$ cat src/rtl/jtcontra_gfx_pkg.sv
// Shared types and helpers for the jtcontra tilemap renderer.
//   state_t      : line walker FSM states
//   ATTR_*       : bit positions inside the tile attribute byte
//   ppw_f/wb_f   : pixels per 16-bit ROM word, ROM word-index width per tile row
package jtcontra_gfx_pkg;

    typedef enum logic [2:0] {IDLE, SCR, VN, MAP, ROMW, DUMP, NEXT} state_t;

    localparam int ATTR_HFLIP = 4;
    localparam int ATTR_VFLIP = 5;
    localparam int ATTR_PRIO  = 6;

    function automatic int ppw_f(input int bpp);
        return 16 / bpp;
    endfunction

    function automatic int wb_f(input int tile_bits, input int bpp);
        return tile_bits - $clog2(16 / bpp);
    endfunction

endpackage

$ cat src/rtl/jtcontra_gfx_tilemap_gen_if.sv
// Graphics ROM request bus of the tilemap renderer.
//   rom_cs   : request, held until rom_ok
//   rom_addr : {code, vrow, hword}
//   rom_ok   : rom_data valid this cycle
//   rom_data : 16-bit graphics word, leftmost pixel in the MSBs
interface jtcontra_gfx_tilemap_gen_if #(parameter int ROM_AW = 17);
    logic              rom_cs;
    logic [ROM_AW-1:0] rom_addr;
    logic              rom_ok;
    logic [15:0]       rom_data;

    modport master (output rom_cs, rom_addr, input  rom_ok, rom_data);
    modport slave  (input  rom_cs, rom_addr, output rom_ok, rom_data);
endinterface

$ cat src/rtl/jtcontra_gfx_pxlshift.sv
// Pixel serialiser for one 16-bit graphics word.
//   load_i  : capture data_i and arm the pixel counter
//   shift_i : advance one pixel
//   hflip_i : 0 = MSB-first, 1 = LSB-first
//   pxl_o   : current pixel, last_o : current pixel is the final one of the word
module jtcontra_gfx_pxlshift
    import jtcontra_gfx_pkg::*;
#(
    parameter int BPP = 4
) (
    input  logic           clk,
    input  logic           rst,
    input  logic           load_i,
    input  logic           shift_i,
    input  logic           hflip_i,
    input  logic [15:0]    data_i,
    output logic [BPP-1:0] pxl_o,
    output logic           last_o
);
    localparam int PPW = ppw_f(BPP);
    localparam int CW  = (PPW > 1) ? $clog2(PPW) : 1;

    logic [15:0]   data_q;
    logic [CW-1:0] cnt_q;

    always_ff @(posedge clk) begin
        if (rst) begin
            data_q <= '0;
            cnt_q  <= '0;
        end else if (load_i) begin
            data_q <= data_i;
            cnt_q  <= CW'(PPW - 1);
        end else if (shift_i) begin
            data_q <= hflip_i ? (data_q >> BPP) : (data_q << BPP);
            cnt_q  <= cnt_q - 1'b1;
        end
    end

    assign pxl_o  = hflip_i ? data_q[BPP-1:0] : data_q[15 -: BPP];
    assign last_o = (cnt_q == '0);
endmodule

$ cat src/rtl/jtcontra_gfx_tilemap_gen.sv
// Per-line tilemap renderer. On an active HS edge it walks one scanline of the
// tile map, fetches graphics words from ROM and writes palette-tagged pixels
// into the half of the line buffer selected by 'line'.
// Optional build macro: JTCONTRA_TMAP_PRIO_EN adds the tile priority bit as
// the MSB of line_din.
// Ports: clk/rst (sync, active-high); HS/LVBL/vrender/flip timing; hscroll,
// vscroll, rowscr_en, colscr_en scroll control; scr_addr/scr_data scroll RAM;
// scan_addr/code_scan/attr_scan tile map; rom (ROM bus interface);
// line/line_we/line_addr/line_din line buffer write port; done status.
module jtcontra_gfx_tilemap_gen
    import jtcontra_gfx_pkg::*;
#(
    parameter int         TILE_BITS  = 3,
    parameter int         BPP        = 4,
    parameter int         CODE_W     = 13,
    parameter int         PAL_W      = 4,
    parameter int         MAP_W      = 5,
    parameter logic [8:0] HEND       = 9'o500,
    parameter logic [8:0] DUMP_START = 9'd0,
    parameter logic [8:0] FLIP_OFS   = 9'h116,
    localparam int PPW    = ppw_f(BPP),
    localparam int LPPW   = $clog2(PPW),
    localparam int WB     = wb_f(TILE_BITS, BPP),
    localparam int ROM_AW = CODE_W + TILE_BITS + WB,
`ifdef JTCONTRA_TMAP_PRIO_EN
    localparam int DW     = PAL_W + BPP + 1
`else
    localparam int DW     = PAL_W + BPP
`endif
) (
    input  logic                  clk,
    input  logic                  rst,
    input  logic                  HS,
    input  logic                  LVBL,
    input  logic [8:0]            vrender,
    input  logic                  flip,
    input  logic [8:0]            hscroll,
    input  logic [7:0]            vscroll,
    input  logic                  rowscr_en,
    input  logic                  colscr_en,
    output logic [MAP_W-1:0]      scr_addr,
    input  logic [8:0]            scr_data,
    output logic [2*MAP_W-1:0]    scan_addr,
    input  logic [CODE_W-1:0]     code_scan,
    input  logic [7:0]            attr_scan,
    jtcontra_gfx_tilemap_gen_if.master rom,
    output logic                  line,
    output logic                  line_we,
    output logic [9:0]            line_addr,
    output logic [DW-1:0]         line_din,
    output logic                  done
);
    localparam int TMASK = (1 << TILE_BITS) - 1;
    localparam int WMASK = (1 << WB) - 1;

    state_t              state_q;
    logic                ph_q;          // second cycle of SCR/VN/MAP: read data now valid
    logic                hs_q;
    logic [8:0]          hpos_q, vn_q, hrender_q;
    logic [CODE_W-1:0]   code_q;
    logic [PAL_W-1:0]    pal_q;
    logic                hflip_q, vflip_q;
    logic [MAP_W-1:0]    scr_addr_q;
    logic [2*MAP_W-1:0]  scan_addr_q;
    logic                rom_cs_q;
    logic [ROM_AW-1:0]   rom_addr_q;
    logic                line_q, line_we_q, done_q;
    logic [9:0]          line_addr_q;
    logic [DW-1:0]       line_din_q;
`ifdef JTCONTRA_TMAP_PRIO_EN
    logic                prio_q;
`endif

    logic                hs_edge;
    logic [8:0]          hpos_d, vn_d, hpos_nx;
    logic [BPP-1:0]      px;
    logic                px_last, px_load, px_shift;

    function automatic logic [ROM_AW-1:0] rom_addr_f(
        input logic [CODE_W-1:0] code, input logic [8:0] v, input logic [8:0] h,
        input logic hf, input logic vf);
        logic [ROM_AW-1:0] vr, hw;
        vr = ROM_AW'((v ^ {9{vf}}) & 9'(TMASK));
        hw = ROM_AW'(((h >> LPPW) ^ {9{hf}}) & 9'(WMASK));
        return (ROM_AW'(code) << (TILE_BITS + WB)) | (vr << WB) | hw;
    endfunction

    assign hs_edge = HS & ~hs_q & LVBL;
    assign hpos_d  = rowscr_en ? scr_data : hscroll;
    assign vn_d    = (vrender ^ {9{flip}}) + {1'b0, colscr_en ? scr_data[7:0] : vscroll};
    assign hpos_nx = hpos_q + 9'(PPW);

    // An HS restart overrides whatever the shifter would have done this cycle.
    assign px_load  = (state_q == ROMW) && rom.rom_ok && !hs_edge;
    assign px_shift = (state_q == DUMP) && !hs_edge;

    jtcontra_gfx_pxlshift #(.BPP(BPP)) u_shift (
        .clk     (clk),
        .rst     (rst),
        .load_i  (px_load),
        .shift_i (px_shift),
        .hflip_i (hflip_q),
        .data_i  (rom.rom_data),
        .pxl_o   (px),
        .last_o  (px_last)
    );

    always_ff @(posedge clk) begin
        if (rst) begin
            state_q     <= IDLE;
            ph_q        <= 1'b0;
            hs_q        <= 1'b0;
            hpos_q      <= '0;
            vn_q        <= '0;
            hrender_q   <= DUMP_START;
            code_q      <= '0;
            pal_q       <= '0;
            hflip_q     <= 1'b0;
            vflip_q     <= 1'b0;
            scr_addr_q  <= '0;
            scan_addr_q <= '0;
            rom_cs_q    <= 1'b0;
            rom_addr_q  <= '0;
            line_q      <= 1'b0;
            line_we_q   <= 1'b0;
            line_addr_q <= '0;
            line_din_q  <= '0;
            done_q      <= 1'b1;
`ifdef JTCONTRA_TMAP_PRIO_EN
            prio_q      <= 1'b0;
`endif
        end else begin
            hs_q <= HS;
            if (hs_edge) begin
                // Valid in every state: a mid-line edge abandons the current line.
                line_q     <= ~line_q;
                done_q     <= 1'b0;
                rom_cs_q   <= 1'b0;
                line_we_q  <= 1'b0;
                scr_addr_q <= vrender[TILE_BITS +: MAP_W];
                ph_q       <= 1'b0;
                state_q    <= SCR;
            end else begin
                case (state_q)
                    IDLE: ;
                    SCR: if (!ph_q) ph_q <= 1'b1; else begin
                        hpos_q     <= hpos_d;
                        // Fine scroll: start left of DUMP_START so the word stays aligned.
                        hrender_q  <= DUMP_START - (hpos_d & 9'(PPW - 1));
                        scr_addr_q <= hpos_d[TILE_BITS +: MAP_W];
                        ph_q       <= 1'b0;
                        state_q    <= VN;
                    end
                    VN: if (!ph_q) ph_q <= 1'b1; else begin
                        vn_q        <= vn_d;
                        scan_addr_q <= {vn_d[TILE_BITS +: MAP_W], hpos_q[TILE_BITS +: MAP_W]};
                        ph_q        <= 1'b0;
                        state_q     <= MAP;
                    end
                    MAP: if (!ph_q) ph_q <= 1'b1; else begin
                        code_q     <= code_scan;
                        pal_q      <= attr_scan[PAL_W-1:0];
                        hflip_q    <= attr_scan[ATTR_HFLIP];
                        vflip_q    <= attr_scan[ATTR_VFLIP];
`ifdef JTCONTRA_TMAP_PRIO_EN
                        prio_q     <= attr_scan[ATTR_PRIO];
`endif
                        rom_cs_q   <= 1'b1;
                        rom_addr_q <= rom_addr_f(code_scan, vn_q, hpos_q,
                                                 attr_scan[ATTR_HFLIP], attr_scan[ATTR_VFLIP]);
                        ph_q       <= 1'b0;
                        state_q    <= ROMW;
                    end
                    ROMW: if (rom.rom_ok) begin
                        rom_cs_q <= 1'b0;
                        state_q  <= DUMP;
                    end
                    DUMP: begin
                        line_we_q   <= 1'b1;
                        line_addr_q <= {line_q, flip ? FLIP_OFS - hrender_q : hrender_q};
`ifdef JTCONTRA_TMAP_PRIO_EN
                        line_din_q  <= {prio_q, pal_q, px};
`else
                        line_din_q  <= {pal_q, px};
`endif
                        hrender_q   <= hrender_q + 9'd1;
                        if (px_last) state_q <= NEXT;
                    end
                    NEXT: begin
                        line_we_q <= 1'b0;
                        if (hrender_q >= HEND) begin
                            done_q  <= 1'b1;
                            state_q <= IDLE;
                        end else begin
                            hpos_q <= hpos_nx;
                            if (((hpos_nx >> LPPW) & 9'(WMASK)) != 9'd0) begin
                                // Same tile row, next word: no map/scroll lookup needed.
                                rom_cs_q   <= 1'b1;
                                rom_addr_q <= rom_addr_f(code_q, vn_q, hpos_nx, hflip_q, vflip_q);
                                state_q    <= ROMW;
                            end else begin
                                scr_addr_q <= hpos_nx[TILE_BITS +: MAP_W];
                                state_q    <= VN;
                            end
                        end
                    end
                    default: state_q <= IDLE;
                endcase
            end
        end
    end

    assign scr_addr     = scr_addr_q;
    assign scan_addr    = scan_addr_q;
    assign rom.rom_cs   = rom_cs_q;
    assign rom.rom_addr = rom_addr_q;
    assign line         = line_q;
    assign line_we      = line_we_q;
    assign line_addr    = line_addr_q;
    assign line_din     = line_din_q;
    assign done         = done_q;

    logic unused_ok;
    assign unused_ok = ^{attr_scan, vn_q, hpos_q};
endmodule
$ cat src/flat_wrapper.sv
// flat-port wrapper written by rule: the top's interface ports become plain ports
module jtcontra_gfx_tilemap_gen_flat import jtcontra_gfx_pkg::*;
#(
    parameter int         TILE_BITS  = 3,
    parameter int         BPP        = 4,
    parameter int         CODE_W     = 13,
    parameter int         PAL_W      = 4,
    parameter int         MAP_W      = 5,
    parameter logic [8:0] HEND       = 9'o500,
    parameter logic [8:0] DUMP_START = 9'd0,
    parameter logic [8:0] FLIP_OFS   = 9'h116,
    localparam int PPW    = ppw_f(BPP),
    localparam int LPPW   = $clog2(PPW),
    localparam int WB     = wb_f(TILE_BITS, BPP),
    localparam int ROM_AW = CODE_W + TILE_BITS + WB,

    localparam int DW     = PAL_W + BPP

)
  (clk, rst, HS, LVBL, vrender, flip, hscroll, vscroll, rowscr_en, colscr_en, scr_addr, scr_data, scan_addr, code_scan, attr_scan, line, line_we, line_addr, line_din, done, rom_rom_cs, rom_rom_addr, rom_rom_ok, rom_rom_data);
  jtcontra_gfx_tilemap_gen_if rom_i ();
  input  logic clk;
  input  logic rst;
  input  logic HS;
  input  logic LVBL;
  input  logic [8:0] vrender;
  input  logic flip;
  input  logic [8:0] hscroll;
  input  logic [7:0] vscroll;
  input  logic rowscr_en;
  input  logic colscr_en;
  output logic [MAP_W-1:0] scr_addr;
  input  logic [8:0] scr_data;
  output logic [2*MAP_W-1:0] scan_addr;
  input  logic [CODE_W-1:0] code_scan;
  input  logic [7:0] attr_scan;
  output logic line;
  output logic line_we;
  output logic [9:0] line_addr;
  output logic [DW-1:0] line_din;
  output logic done;
  output wire logic [$bits(rom_i.rom_cs)-1:0] rom_rom_cs;
  output wire logic [$bits(rom_i.rom_addr)-1:0] rom_rom_addr;
  input wire logic [$bits(rom_i.rom_ok)-1:0] rom_rom_ok;
  input wire logic [$bits(rom_i.rom_data)-1:0] rom_rom_data;
  assign rom_rom_cs = rom_i.rom_cs;
  assign rom_rom_addr = rom_i.rom_addr;
  assign rom_i.rom_ok = rom_rom_ok;
  assign rom_i.rom_data = rom_rom_data;
  jtcontra_gfx_tilemap_gen #(.TILE_BITS(TILE_BITS), .BPP(BPP), .CODE_W(CODE_W), .PAL_W(PAL_W), .MAP_W(MAP_W), .HEND(HEND), .DUMP_START(DUMP_START), .FLIP_OFS(FLIP_OFS)) u_core (.clk(clk), .rst(rst), .HS(HS), .LVBL(LVBL), .vrender(vrender), .flip(flip), .hscroll(hscroll), .vscroll(vscroll), .rowscr_en(rowscr_en), .colscr_en(colscr_en), .scr_addr(scr_addr), .scr_data(scr_data), .scan_addr(scan_addr), .code_scan(code_scan), .attr_scan(attr_scan), .rom(rom_i), .line(line), .line_we(line_we), .line_addr(line_addr), .line_din(line_din), .done(done));
endmodule
$ cat config.mk
export PLATFORM = sky130hd
export DESIGN_NAME = jtcontra_gfx_tilemap_gen_flat
export DESIGN_NICKNAME = d
export VERILOG_FILES = /design/src/rtl/jtcontra_gfx_pkg.sv /design/src/rtl/jtcontra_gfx_tilemap_gen_if.sv /design/src/rtl/jtcontra_gfx_pxlshift.sv /design/src/rtl/jtcontra_gfx_tilemap_gen.sv /design/src/flat_wrapper.sv
export SDC_FILE = /design/constraint.sdc
export NUM_CORES = 1
export LEC_CHECK = 0
export ABC_CLOCK_PERIOD_IN_PS = 2800
export BUFFER_PORTS_ARGS = -buffer_cell sky130_fd_sc_hd__clkbuf_2
export CORE_MARGIN = 2
export CORE_UTILIZATION = 49
export DETAILED_ROUTE_END_ITERATION = 12
export PLACE_DENSITY = 0.76
export SLEW_MARGIN = 30
export SYNTH_ARGS = -nofsm -noshare
export SYNTH_HDL_FRONTEND = slang
export SYNTH_SLANG_ARGS = --single-unit
$ cat constraint.sdc
create_clock -name clk -period 2.8 [get_ports clk]
set_clock_uncertainty 0.05 [all_clocks]
set_input_delay 0.7 -clock clk [delete_from_list [all_inputs] [get_ports clk]]
set_output_delay 0.7 -clock clk [all_outputs]
set_load 0.005 [all_outputs]
* After elaboration in Yosys (flattened, before gate mapping)
Index checks and enable logic that the tools add are counted.
** Word-level totals
- Register bits after elaboration :: 117
- Bits of input ports :: 80
- Output and inout port bits :: 54
- Word-level logic and storage cells :: 135
** Operators by class
- Add/subtract/negate cells :: 6
- Order comparisons :: 1
- Equality and inequality tests :: 21
- Mux-type cells :: 42
- Bitwise gates (word level) :: 15
- Reduce and logical (&&, ||, !) cells :: 28
** Operators by type and width (count)
- 2-to-1 mux 17 bit :: 3
- 2-to-1 mux 16 bit :: 3
- 2-to-1 mux 9 bit :: 5
- one-hot mux 9 bit (2 select lines) :: 2
- bitwise OR 17 x 1 -> 17 bit :: 2
- bitwise OR 17 x 4 -> 17 bit :: 2
- one-hot mux 17 bit (2 select lines) :: 1
- 2-to-1 mux 3 bit :: 7
- one-hot mux 3 bit (7 select lines) :: 1
- 2-to-1 mux 5 bit :: 4
- nonzero test 2 bit :: 7
- inequality test 2 x 1 -> 1 bit (second input constant) :: 6
- inequality test 3 x 1 -> 1 bit (second input constant) :: 4
- AND reduction 6 bit :: 2
- one-hot mux 5 bit (2 select lines) :: 1
- AND reduction 5 bit :: 2
- adder 9 x 1 -> 9 bit (second input constant) :: 1
- adder 9 x 3 -> 9 bit (second input constant) :: 1
- equality test 3 bit (second input constant) :: 3
- >= comparator 9 bit (second input constant) :: 1
- 2-to-1 mux 1 bit :: 9
- inequality test 3 x 2 -> 1 bit (second input constant) :: 3
- AND reduction 3 bit :: 3
- subtractor 9 bit (first input constant) :: 1
- 25 further kinds :: 39

* Logic depth before layout (Yosys ltp)
Gate-level depths: netlist (run 1).
- Word-level depth :: 7
- Depth in mapped cells :: 9

* Hierarchy
A second synthesis (run 1) with hierarchy kept.
** Second synthesis, totals
- Cell total of the unflattened synthesis :: 689
- Area total of the unflattened synthesis :: 6028.3 um2
** Modules (own cells, without submodules)
- jtcontra_gfx_tilemap_gen :: times used 1, cells an instance 583, area each 5001.0 um2, seq. area each 1921.8 um2
- jtcontra_gfx_pxlshift :: times used 1, cells an instance 106, area each 1027.2 um2, seq. area each 360.3 um2

* Worst setup path after synthesis (run 1)
Ideal clock, no wire load.
- Path kind :: input to register
- Start point :: input flip
- End point :: register u_core.scan_addr_q[9] (netlist: u_core.scan_addr[9])
- Setup time :: 122 ps
- Data arrival time :: 2500 ps
- Data required time :: 2628 ps
- Path slack :: 128 ps
- Stages on the path :: 8
- Path buffers :: 1
- Cell sequence :: buf_1 xnor2_1 inv_1 ha_1 a211oi_1 o211ai_1 and3_1 o311a_1
** Between the ends
- Longest elaborated chain between the ends :: 2
** RTL lines
- start: declaration :: line flat_wrapper.sv:27 : input logic flip;
- XOR 8 bit :: line jtcontra_gfx_tilemap_gen.sv:90 : assign vn_d = (vrender ^ {9{flip}}) + {1'b0, colscr_en ? scr_data[7:0] : vscroll};
- adder 8 bit :: line jtcontra_gfx_tilemap_gen.sv:90
- end signal: assignment :: line jtcontra_gfx_tilemap_gen.sv:156 : scan_addr_q <= {vn_d[TILE_BITS +: MAP_W], hpos_q[TILE_BITS +: MAP_W]};
- end: declaration :: line jtcontra_gfx_tilemap_gen.sv:64 : logic [2*MAP_W-1:0] scan_addr_q;
No other way between the ends.
A chain may end at the register's enable or synchronous reset.

* Worst setup path after layout (run 1)
- Start point :: register u_core.state_q[2]
- End point :: register u_core.rom_addr_q[3] (netlist: u_core.rom.rom_addr[3])
** Between the ends
- Longest elaborated chain between the ends :: 3
- Elaborated cells on any way between the ends :: 8
- Those cells by class :: eq/ne (5); mux (1); reduce/logical (2)
** RTL lines
- start: declaration :: line jtcontra_gfx_tilemap_gen.sv:56 : state_t state_q;
- start signal: assignment :: line jtcontra_gfx_tilemap_gen.sv:110 : state_q <= IDLE;
- start signal: assignment :: line jtcontra_gfx_tilemap_gen.sv:142 : state_q <= SCR;
- start signal: assignment :: line jtcontra_gfx_tilemap_gen.sv:152 : state_q <= VN;
- equality test 3 bit or equality test 3 x 2 -> 1 bit (tied branches) :: line jtcontra_gfx_tilemap_gen.sv:144 : case (state_q)
- inequality test 2 x 1 -> 1 bit (no source line), or another cell as far along
- AND reduction 5 bit (no source line)
- end signal: assignment :: line jtcontra_gfx_tilemap_gen.sv:169 : rom_addr_q <= rom_addr_f(code_scan, vn_q, hpos_q,
- end signal: assignment :: line jtcontra_gfx_tilemap_gen.sv:199 : rom_addr_q <= rom_addr_f(code_q, vn_q, hpos_nx, hflip_q, vflip_q);
- end: declaration :: line jtcontra_gfx_tilemap_gen.sv:66 : logic [ROM_AW-1:0] rom_addr_q;
Several ways; a longest one is shown, not always the timed one.

==> results of run 1 <==
[metrics by stage]
step	utilization, %	total power [mW]	area [sq um]
floorplan	-	1.904	5957
global placement	55.69	2.017	6661
detailed placement	55.69	2.032	6661
CTS	60.48	4.126	7234
global route	60.48	4.247	7234
finish	60.48	4.101	7234
[area by class of cell]
type,count,area [sq um]
clock buffers,22,464.2
clock inverters,10,108.9
fillers,1050,4727
inverters,15,56.30
multi-input cells,513,3361
flip-flops and latches,114,2282
well taps,147,183.9
repair buffers,146,778.2
[cell families (layout without fill, tap and decap cells)]
kind of cell               count (synthesis)  in the layout  share of synthesized area [%]
and+or+nand+nor                          215            215                          17.75
AOI/OAI and AO/OA                        214            214                          24.05
DFF                                      114            114                          38.31
buffers and inverters                     68            193                          5.272
muxes                                     46             46                          8.087
xor gates and xnor gates                  25             25                          3.676
adders and majority gates                 13             13                          2.856
[worst max-delay path: cells and delay by family, from the launching register on]
family,cells,cell delay (ns)
AO/OA/AOI/OAI,2,1.03
buffers and inverters,1,0.22
AND/OR/NAND/NOR,1,0.30
flip-flops,1,0.66
[metal layers]
metal	up-vias	GRT usage (%)
li1	2731	-
met1	2734	30.67
met2	180	42.98
met3	28	4.764
met4	0	9.187
met5	-	0
[power groups by stage]
| stage | clock, mW | sequential (mW) | combinational, mW |
|---|---|---|---|
| after floorplan | 0 | 1.68 | 0.224 |
| after CTS | 2.13 | 1.66 | 0.343 |
| after global routing | 2.21 | 1.66 | 0.381 |
| after global placement | 0 | 1.69 | 0.328 |
| final | 2.10 | 1.66 | 0.347 |
| after detailed placement | 0 | 1.69 | 0.342 |
[sequential cells by signal, indices dropped and copies added (netlist names), 2 cells and up]
name                   flops
u_core.rom.rom_addr       17
u_core.u_shift.data_q     16
u_core.code_q             13
u_core.line_addr          10
u_core.scan_addr          10
u_core.hrender_q           9
u_core.line_din            8
u_core.hpos_q              6
u_core.scr_addr            5
u_core.pal_q               4
u_core.state_q             3
u_core.vn_q                3
u_core.u_shift.cnt_q       2
[layout by cell type, fill, tap and decap left out, types with 17 or more instances in the layout]
cell / netlist / layout
clkbuf_2: 0 / 127
dfxtp_1: 114 / 114
nand2_1: 103 / 103
a21oi_1: 86 / 86
mux2i_1: 29 / 29
o21ai_0: 29 / 29
nor2_1: 29 / 29
a211oi_1: 19 / 19
nand3_1: 19 / 19
buf_4: 4 / 19
mux2_2: 17 / 17
clkbuf_16: 0 / 17
[path summary, 6_finish.rpt]
kind	slack, ns	startpoint	to	cells after the start
min	0.40	u_core.scan_addr[3]	u_core.scan_addr[3]	2
max reg2reg	0.47	u_core.state_q[2]	u_core.rom.rom_addr[3]	4
max	0.47	u_core.state_q[2]	u_core.rom.rom_addr[3]	4
min reg2reg	0.40	u_core.scan_addr[3]	u_core.scan_addr[3]	2
==> results.md, run 1 <==
- Status: completed
- TritonCTS clock tree: built
- Detail Route Antenna Nets: 0
- Placed cells: 935
- Detail Placement HPWL: 11,190 um
- # DRC: 0
- Slew headroom: 40.89%
- Worst setup SP type: flop
- CP max stage delay: 0.83 ns
- Part of the cycle the worst path needs: 83.31%
- Worst-Margin Slew: 0.8837 ns
- Rows: 40
- First drt pass iteration count: 5
- Initial Utilization: 49.80%
- Number of port buffers: 128
- Worst EP arrival: 2.63 ns
- Sequential area share after synthesis: 38.31%
- Leading post-synthesis cells by cell area: dfxtp_1, a21oi_1, nand2_1
- Sw frac: 23.50%
- Syn-to-layout area delta: 21.45%
- Vias in the first global route: 5,519
- Die Wd: 114.3 um
- PwrDens: 566.9 nW/um^2
- Final setup viols: 0
- DR WL met2: 7959 um
- Post-synth top area share: 38.31%
- Clk sink count: 114
- CTS H-tree depth: 4
- Switch Pwr: 0.9640 mW
- Remaining Overflow, GRT: 0
- WL/cell: 16.38 um
- Max-cap violation count: 0
- Top FF cell, synth: dfxtp_1
- Global-route wire length before repair: 26,080 um
- I/O pin cnt: 134
- CP Capture Type: flop
- Core ar.: 11,960 sq um
- RSZ-0062 raised after global routing: false
- Place WS: 0.09442 ns
- Combinational cell fraction of total power: 8.5%
- Yosys top cell by area: dfxtp_1
- Hold slack: 0.4004 ns
- Total global-route track usage: 24.81%
- Final worst path period need: 2.333 ns
- Internal power: 3.137 mW
- Slew Viols, Final: 0
- Most frequent cells after synthesis: dfxtp_1, nand2_1, a21oi_1
- Via count: 5,673
- Setup TNS: 0 ns
- Slowest stage cell, crit path: o41ai_4
- Initial DRC Count: 350
- Worst-path maximum fanout: 17
- Worst path cell trace: inv_1, o41ai_4, nand3_1, o21ai_1
- Synthesized Nets: 788
- Clk_lat worst skew: 0.42 ns
- Syn Area/Cell: 8.571 sq um
- M1 wire length: 6869 um
- Clock root cell: clkbuf_16
- Crit path kind: reg -> reg
- Post-CTS Hold Fix Bufs: 0
- Nets: 900
- CTS buffer count: 17
- Async SR Flop Fraction: 0%
- Required time of the critical path: 3.09 ns
- Pin count of the biggest net entering global routing: 44
- Finished Layout Cells: 967
- Clk buf depth: 2
- Met3 WL: 756 um
- Worst VDD drop: 0.0004462 V
- Yosys warns: 0
- Post-synth EDFFs: 0
- Post-CTS Setup Bufs: 0
- Routed wire length: 15,840 um
- DR top layer: met4
- FMAX: 0.4287 GHz
- Post_cts resized: 0
- Clock transition at path regs: 0.05 ns
- Leakage: 2.921 nW
- Cell with the most instances after synthesis: dfxtp_1
- Mapped cell area: 5957 sq um
- Initial antenna violation count: 0
- Clk pwr share: 51.1%
- Die area: 13,060 sq um
- Hold Crit Class: reg -> reg
- Cells after Synth: 695
- Setup ws final: 0.4674 ns
- Yosys reg bits: 114
- Routed vias/inst: 5.867
- Diode count: 0
- GPL Wtd Cong: 0.8770
- Sequential power share: 40.4%
- Synth unique cells: 63
- Layout cell share with drive strength beyond 1: 26.22%
- Die height: 114.3 um
- Fin. Hold Viols: 0
No activity file was read; power rests on OpenSTA's default activity.
==> run 2: changes to the inputs <==
--- a/config.mk
+++ b/config.mk
@@ -5,12 +5,12 @@
 export SDC_FILE = /design/constraint.sdc
 export NUM_CORES = 1
 export LEC_CHECK = 0
-export ABC_CLOCK_PERIOD_IN_PS = 2800
+export ABC_CLOCK_PERIOD_IN_PS = 2250
 export BUFFER_PORTS_ARGS = -buffer_cell sky130_fd_sc_hd__clkbuf_2
 export CORE_MARGIN = 2
-export CORE_UTILIZATION = 49
+export CORE_UTILIZATION = 55
 export DETAILED_ROUTE_END_ITERATION = 12
-export PLACE_DENSITY = 0.76
+export PLACE_DENSITY = 0.81
 export SLEW_MARGIN = 30
 export SYNTH_ARGS = -nofsm -noshare
 export SYNTH_HDL_FRONTEND = slang
==> constraint.sdc (replaced) <==
create_clock -name clk -period 2.25 [get_ports clk]
set_clock_uncertainty 0.05 [all_clocks]
set_input_delay 0.5625 -clock clk [delete_from_list [all_inputs] [get_ports clk]]
set_output_delay 0.5625 -clock clk [all_outputs]
set_load 0.005 [all_outputs]
==> results.md, run 2 (synthesis gave the netlist of run 1 again) <==
- Status: completed (unchanged)
- GPL Wtd Cong: 0.8685 (was 0.8770)
- Worst VDD drop: 0.0005409 V (was 0.0004462 V)
- Number of flip-flops in the largest register: 17 (unchanged)
- Hold Path Depth: 3 (was 2)
- Diode count: 0 (unchanged)
- Initial DRC Count: 423 (was 350)
- Commonest non-fill, non-tap cells in the layout: clkbuf_2, dfxtp_1, nand2_1 (unchanged)
- Die Wd: 108.1 um (was 114.3 um)
- Total chip power: 5.456 mW (was 4.101 mW)
- Die area: 11,680 sq um (was 13,060 sq um)
- First drt pass iteration count: 6 (was 5)
- Detail Route Antenna Nets: 0 (unchanged)
- Clk_lat worst skew: 0.51 ns (was 0.42 ns)
- Rows: 37 (was 40)
- Finished Layout Cells: 976 (was 967)
- Clk sink count: 114 (unchanged)
- Worst EP arrival: 2.35 ns (was 2.63 ns)
- Crit path kind: in -> reg (was reg -> reg)
- Core Util, Final: 72.00% (was 60.48%)
- CTS H-tree depth: 4 (unchanged)
- PwrDens: 727.5 nW/um^2 (was 566.9 nW/um^2)
- Pin count of the biggest net entering global routing: 100 (was 44)
- Core ar.: 10,420 sq um (was 11,960 sq um)
- R2R cell count: 4 (unchanged)
- Worst-Margin Slew: 0.9034 ns (was 0.8837 ns)
- Remaining Overflow, GRT: 0 (unchanged)
- Initial antenna violation count: 0 (unchanged)
- Final worst path period need: 2.009 ns
- Routed vias/inst: 5.918 (was 5.867)
- Hold Crit Class: in -> reg (was reg -> reg)
- Routed wire length: 15,970 um (was 15,840 um)
- TritonCTS clock tree: built (unchanged)
- Clk buf depth: 2 (unchanged)
- Vias in the first global route: 5,625 (was 5,519)
- Reg2reg end: u_core.rom.rom_addr[3] (unchanged)
- Nets: 920 (was 900)
- Number of port buffers: 128 (unchanged)
- Clock root cell: clkbuf_8 (was clkbuf_16)
- RSZ-0062 raised after global routing: false (unchanged)
- Total global-route track usage: 28.04% (was 24.81%)
- Post-CTS Setup Bufs: 0 (unchanged)
- Clock transition at path regs: 0.06 ns (was 0.05 ns)
- Placed cells: 944 (was 935)
- Slew headroom: 39.57% (was 40.89%)
- Worst Setup SP: colscr_en (was u_core.state_q[2])
- CTS buffer count: 17 (unchanged)
- Reg2reg setup slack: 0.26 ns (was 0.47 ns)
- Commonest non-fill, non-tap cell in the layout: clkbuf_2 (unchanged)
- Die height: 108.1 um (was 114.3 um)
- Required time of the critical path: 2.59 ns (was 3.09 ns)
- Via count: 5,776 (was 5,673)
- Slew Viols, Final: 0 (unchanged)
- Final setup viols: 0 (unchanged)
- R2r startpoint: u_core.hrender_q[6] (was u_core.state_q[2])
- I/O pin cnt: 134 (unchanged)
- Worst-path maximum fanout: 7 (was 17)
- Worst setup SP type: input pin (was flop)
- Detail Placement HPWL: 11,280 um (was 11,190 um)
- Global-route wire length before repair: 26,410 um (was 26,080 um)
- WL/cell: 16.36 um (was 16.38 um)
- Leakage: 3.061 nW (was 2.921 nW)
- Syn-to-layout area delta: 25.90% (was 21.45%)
- CP Capture Type: flop (unchanged)
- Max-cap violation count: 0 (unchanged)
- Layout cell share with drive strength beyond 1: 29.17% (was 26.22%)
- Filler instances: 799 (was 1,050)
- FMAX: 0.4979 GHz
- Fin. Hold Viols: 0 (unchanged)
- Initial Utilization: 57.19% (was 49.80%)
- Critical Path End: u_core.scan_addr[9] (was u_core.rom.rom_addr[3])
- # DRC: 0 (unchanged)
- Part of the cycle the worst path needs: 89.27%
-- run 2: changes by cell type in the layout (fill, tap and decap cells not counted), moves of 2 or more --
cell,previous run,this run
bufinv_16,2,5
clkinv_2,5,1
buf_4,19,38
clkbuf_1,3,0
inv_6,0,3
clkinv_4,1,3
-- run 2: worst max-delay path, cell delays in order --
cell and delay (ns):
clkbuf_2 0.23, mux2i_4 0.27, inv_1 0.06, ha_1 0.31
a211oi_2 0.28, o211ai_1 0.16, and3_1 0.16, o311a_1 0.32
-- run 2: how the worst min path moves through the flow --
stage                           startpoint                        end  slack, ns
after floorplan            u_core.pal_q[0]         u_core.line_din[4]       0.38
after global placement     u_core.pal_q[0]         u_core.line_din[4]       0.39
after detailed placement  u_core.code_q[1]           u_core.code_q[1]       0.40
after CTS                 rom_rom_data[12]  u_core.u_shift.data_q[12]       0.21
after global routing      rom_rom_data[12]  u_core.u_shift.data_q[12]       0.21
final                     rom_rom_data[14]  u_core.u_shift.data_q[14]       0.22
-- run 2: power breakdown --
group	total, mW	leakage, nW	switching (mW)	internal (mW)
clock	2.90	0.305	0.982	1.92
sequential	2.06	0.920	0.0268	2.04
combinational	0.491	1.84	0.255	0.235
-- run 2: what timing repair did --
action	CTS	global route
hold buffers	0	0
endpoints found under the setup margin	0	21
gates resized for setup	0	1
-- run 2: cell type report --
type,instances,area (sq um),area share (%)
multi-input combinational,513,3405,45.40
sequential,114,2283,30.45
timing repair buffer,166,940.9,12.55
clock buffer,17,414.1,5.522
tap,136,170.2,2.269
inverter,15,56.30,0.7508
clock inverter,15,230.2,3.070
-- run 2: routing by layer --
layer	global-route usage (%)	vias up	part of all wire [%]
li1	-	2777	-
met1	35.07	2736	42
met2	46.86	226	50
met3	7.113	37	6.1
met4	10.16	0	2.1
met5	0	-	0
-- run 2: per-stage QoR --
step / hold slack, ns / setup slack, ns / instance area [sq um] / TNS (ns)
detailed placement: 0.3965 / -0.2630 / 6854 / -0.7454
finish: 0.2248 / 0.2415 / 7500 / 0
CTS: 0.2144 / 0.09702 / 7498 / 0
global route: 0.2070 / 0.1139 / 7500 / 0
global placement: 0.3859 / -0.2136 / 6854 / -0.5005
floorplan: 0.3821 / -0.00005129 / 6011 / -0.00005129
==> run 3: changes to the inputs <==
--- a/config.mk
+++ b/config.mk
@@ -11,6 +11,7 @@
 export CORE_UTILIZATION = 55
 export DETAILED_ROUTE_END_ITERATION = 12
 export PLACE_DENSITY = 0.81
+export RECOVER_POWER = 25
 export SLEW_MARGIN = 30
 export SYNTH_ARGS = -nofsm -noshare
 export SYNTH_HDL_FRONTEND = slang
==> results.md, run 3 (synthesis gave the netlist of run 1 again) <==
- Die Wd: 108.1 um (unchanged)
- FMAX: 0.4977 GHz (was 0.4979 GHz)
- # DRC: 0 (unchanged)
- Post-CTS Setup Bufs: 0 (unchanged)
- Slew headroom: 23.47% (was 39.57%)
- Post_cts resized: 0 (unchanged)
- Commonest non-fill, non-tap cell in the layout: clkbuf_2 (unchanged)
- Rows: 37 (unchanged)
- CTS H-tree depth: 4 (unchanged)
- CP max stage delay: 0.76 ns (was 0.32 ns)
- Initial antenna violation count: 0 (unchanged)
- Detail Route Antenna Nets: 0 (unchanged)
- Core Util, Final: 71.63% (was 72.00%)
- Nets: 920 (unchanged)
- Hold Crit Class: in -> reg (unchanged)
- Worst path cell trace: o21a_1, o41ai_4, nand3_1, o21ai_1 (was clkbuf_2, mux2i_4, inv_1, ha_1, a211oi_2, o211ai_1, and3_1, o311a_1)
- Leakage: 3.003 nW (was 3.061 nW)
- Clock transition at path regs: 0.06 ns (about the same)
- Die height: 108.1 um (unchanged)
- Number of flip-flops in the largest register: 17 (unchanged)
- CTS buffer count: 17 (unchanged)
- Layout cell share with drive strength beyond 1: 27.38% (was 29.17%)
- Clk_lat worst skew: 0.51 ns (about the same)
- PwrDens: 730.0 nW/um^2 (was 727.5 nW/um^2)
- Switch Pwr: 1.259 mW (was 1.264 mW)
- Required time of the critical path: 2.63 ns (was 2.59 ns)
- Sequential power share: 37.9% (was 37.8%)
- Setup TNS: 0 ns (unchanged)
- Initial DRC Count: 426 (was 423)
- Combinational cell fraction of total power: 8.9% (was 9.0%)
- CP Capture Type: flop (unchanged)
- Detail Placement HPWL: 11,280 um (unchanged)
- Sw frac: 23.11% (was 23.16%)
- Worst VDD drop: 0.0005408 V (was 0.0005409 V)
- Total chip power: 5.446 mW (was 5.456 mW)
- Design Area, Final: 7461 sq um (was 7500 sq um)
- Die area: 11,680 sq um (unchanged)
- Part of the cycle the worst path needs: 89.30% (was 89.27%)
- Final worst path period need: 2.009 ns (about the same)
- Core ar.: 10,420 sq um (unchanged)
- Initial Utilization: 57.19% (unchanged)
- WL/cell: 16.31 um (was 16.36 um)
- Final setup viols: 0 (unchanged)
- Place WS: -0.2630 ns (unchanged)
- Remaining Overflow, GRT: 0 (unchanged)
- First drt pass iteration count: 6 (unchanged)
- Slowest stage cell, crit path: o41ai_4 (was o311a_1)
- GPL Wtd Cong: 0.8685 (unchanged)
- Pin count of the biggest net entering global routing: 100 (unchanged)
- Global-route wire length before repair: 26,410 um (unchanged)
- Clk pwr share: 53.2% (about the same)
- Number of port buffers: 128 (unchanged)
- Worst setup SP type: flop (was input pin)
- Slew Viols, Final: 0 (unchanged)
- Fin. Hold Viols: 0 (unchanged)
- Worst-path maximum fanout: 15 (was 7)
- Worst-Margin Slew: 1.148 ns (was 0.9034 ns)
- Routed vias/inst: 5.895 (was 5.918)
- Reg2reg setup slack: 0.24 ns (was 0.26 ns)
- Status: completed (unchanged)
- RSZ-0062 raised after global routing: false (unchanged)
- Hold slack: 0.2262 ns (was 0.2248 ns)
- Commonest non-fill, non-tap cells in the layout: clkbuf_2, dfxtp_1, nand2_1 (unchanged)
- Crit path kind: reg -> reg (was in -> reg)
- Finished Layout Cells: 976 (unchanged)
- Syn-to-layout area delta: 25.25% (was 25.90%)
- I/O pin cnt: 134 (unchanged)
- Max-cap violation count: 0 (unchanged)
- Internal power: 4.188 mW (was 4.193 mW)
- Clock root cell: clkbuf_8 (unchanged)
- TritonCTS clock tree: built (unchanged)
- Post-CTS Hold Fix Bufs: 0 (unchanged)
- Placed cells: 944 (unchanged)
- Clk sink count: 114 (unchanged)
- Vias in the first global route: 5,625 (unchanged)
- Worst EP arrival: 2.39 ns (was 2.35 ns)
- Setup ws final: 0.2408 ns (was 0.2415 ns)
- Routed wire length: 15,920 um (was 15,970 um)
- Via count: 5,754 (was 5,776)
- Diode count: 0 (unchanged)
- Clk buf depth: 2 (unchanged)
- Placed cell area: 6854 sq um (unchanged)
- Total global-route track usage: 28.04% (unchanged)
-- run 3: changes by cell type in the layout (fill, tap and decap cells not counted), sizes merged --
cell,change
clkbuf,+4
buf,-4
-- run 3: critical path: cells and delay by family (launching register included) --
family           cells  cell delay (ns)
AO/OA/AOI/OAI        3             1.25
flip-flops           1             0.31
AND/OR/NAND/NOR      1             0.32
-- run 3: power groups by stage --
| stage | clock (mW) | combinational, mW | sequential (mW) |
|---|---|---|---|
| global placement | 0 | 0.467 | 2.10 |
| finish | 2.90 | 0.484 | 2.06 |
| CTS | 2.92 | 0.487 | 2.06 |
| global route | 3.04 | 0.527 | 2.06 |
| detailed placement | 0 | 0.482 | 2.11 |
| floorplan | 0 | 0.294 | 2.09 |
-- run 3: final timing paths --
path                       start                   endpoint  cells past startpoint
min reg2reg  u_core.scan_addr[6]        u_core.scan_addr[6]                      2
min             rom_rom_data[12]  u_core.u_shift.data_q[12]                      3
max reg2reg  u_core.hrender_q[6]     u_core.rom.rom_addr[3]                      4
max          u_core.hrender_q[6]     u_core.rom.rom_addr[3]                      4
-- run 3: area by class of cell --
cell class | instances | area [sq um]
multi-input combinational | 513 | 3405
fill | 813 | 2955
sequential | 114 | 2283
timing repair buffer | 166 | 902.1
clock buffer | 17 | 414.1
clock inverter | 15 | 230.2
tap | 136 | 170.2
inverter | 15 | 56.30
-- run 3: layer usage --
metal | global-route usage (%) | wire, um
met2 | 46.86 | 7890
met5 | 0 | 0
met3 | 7.113 | 1004
met1 | 35.07 | 6673
met4 | 10.16 | 350
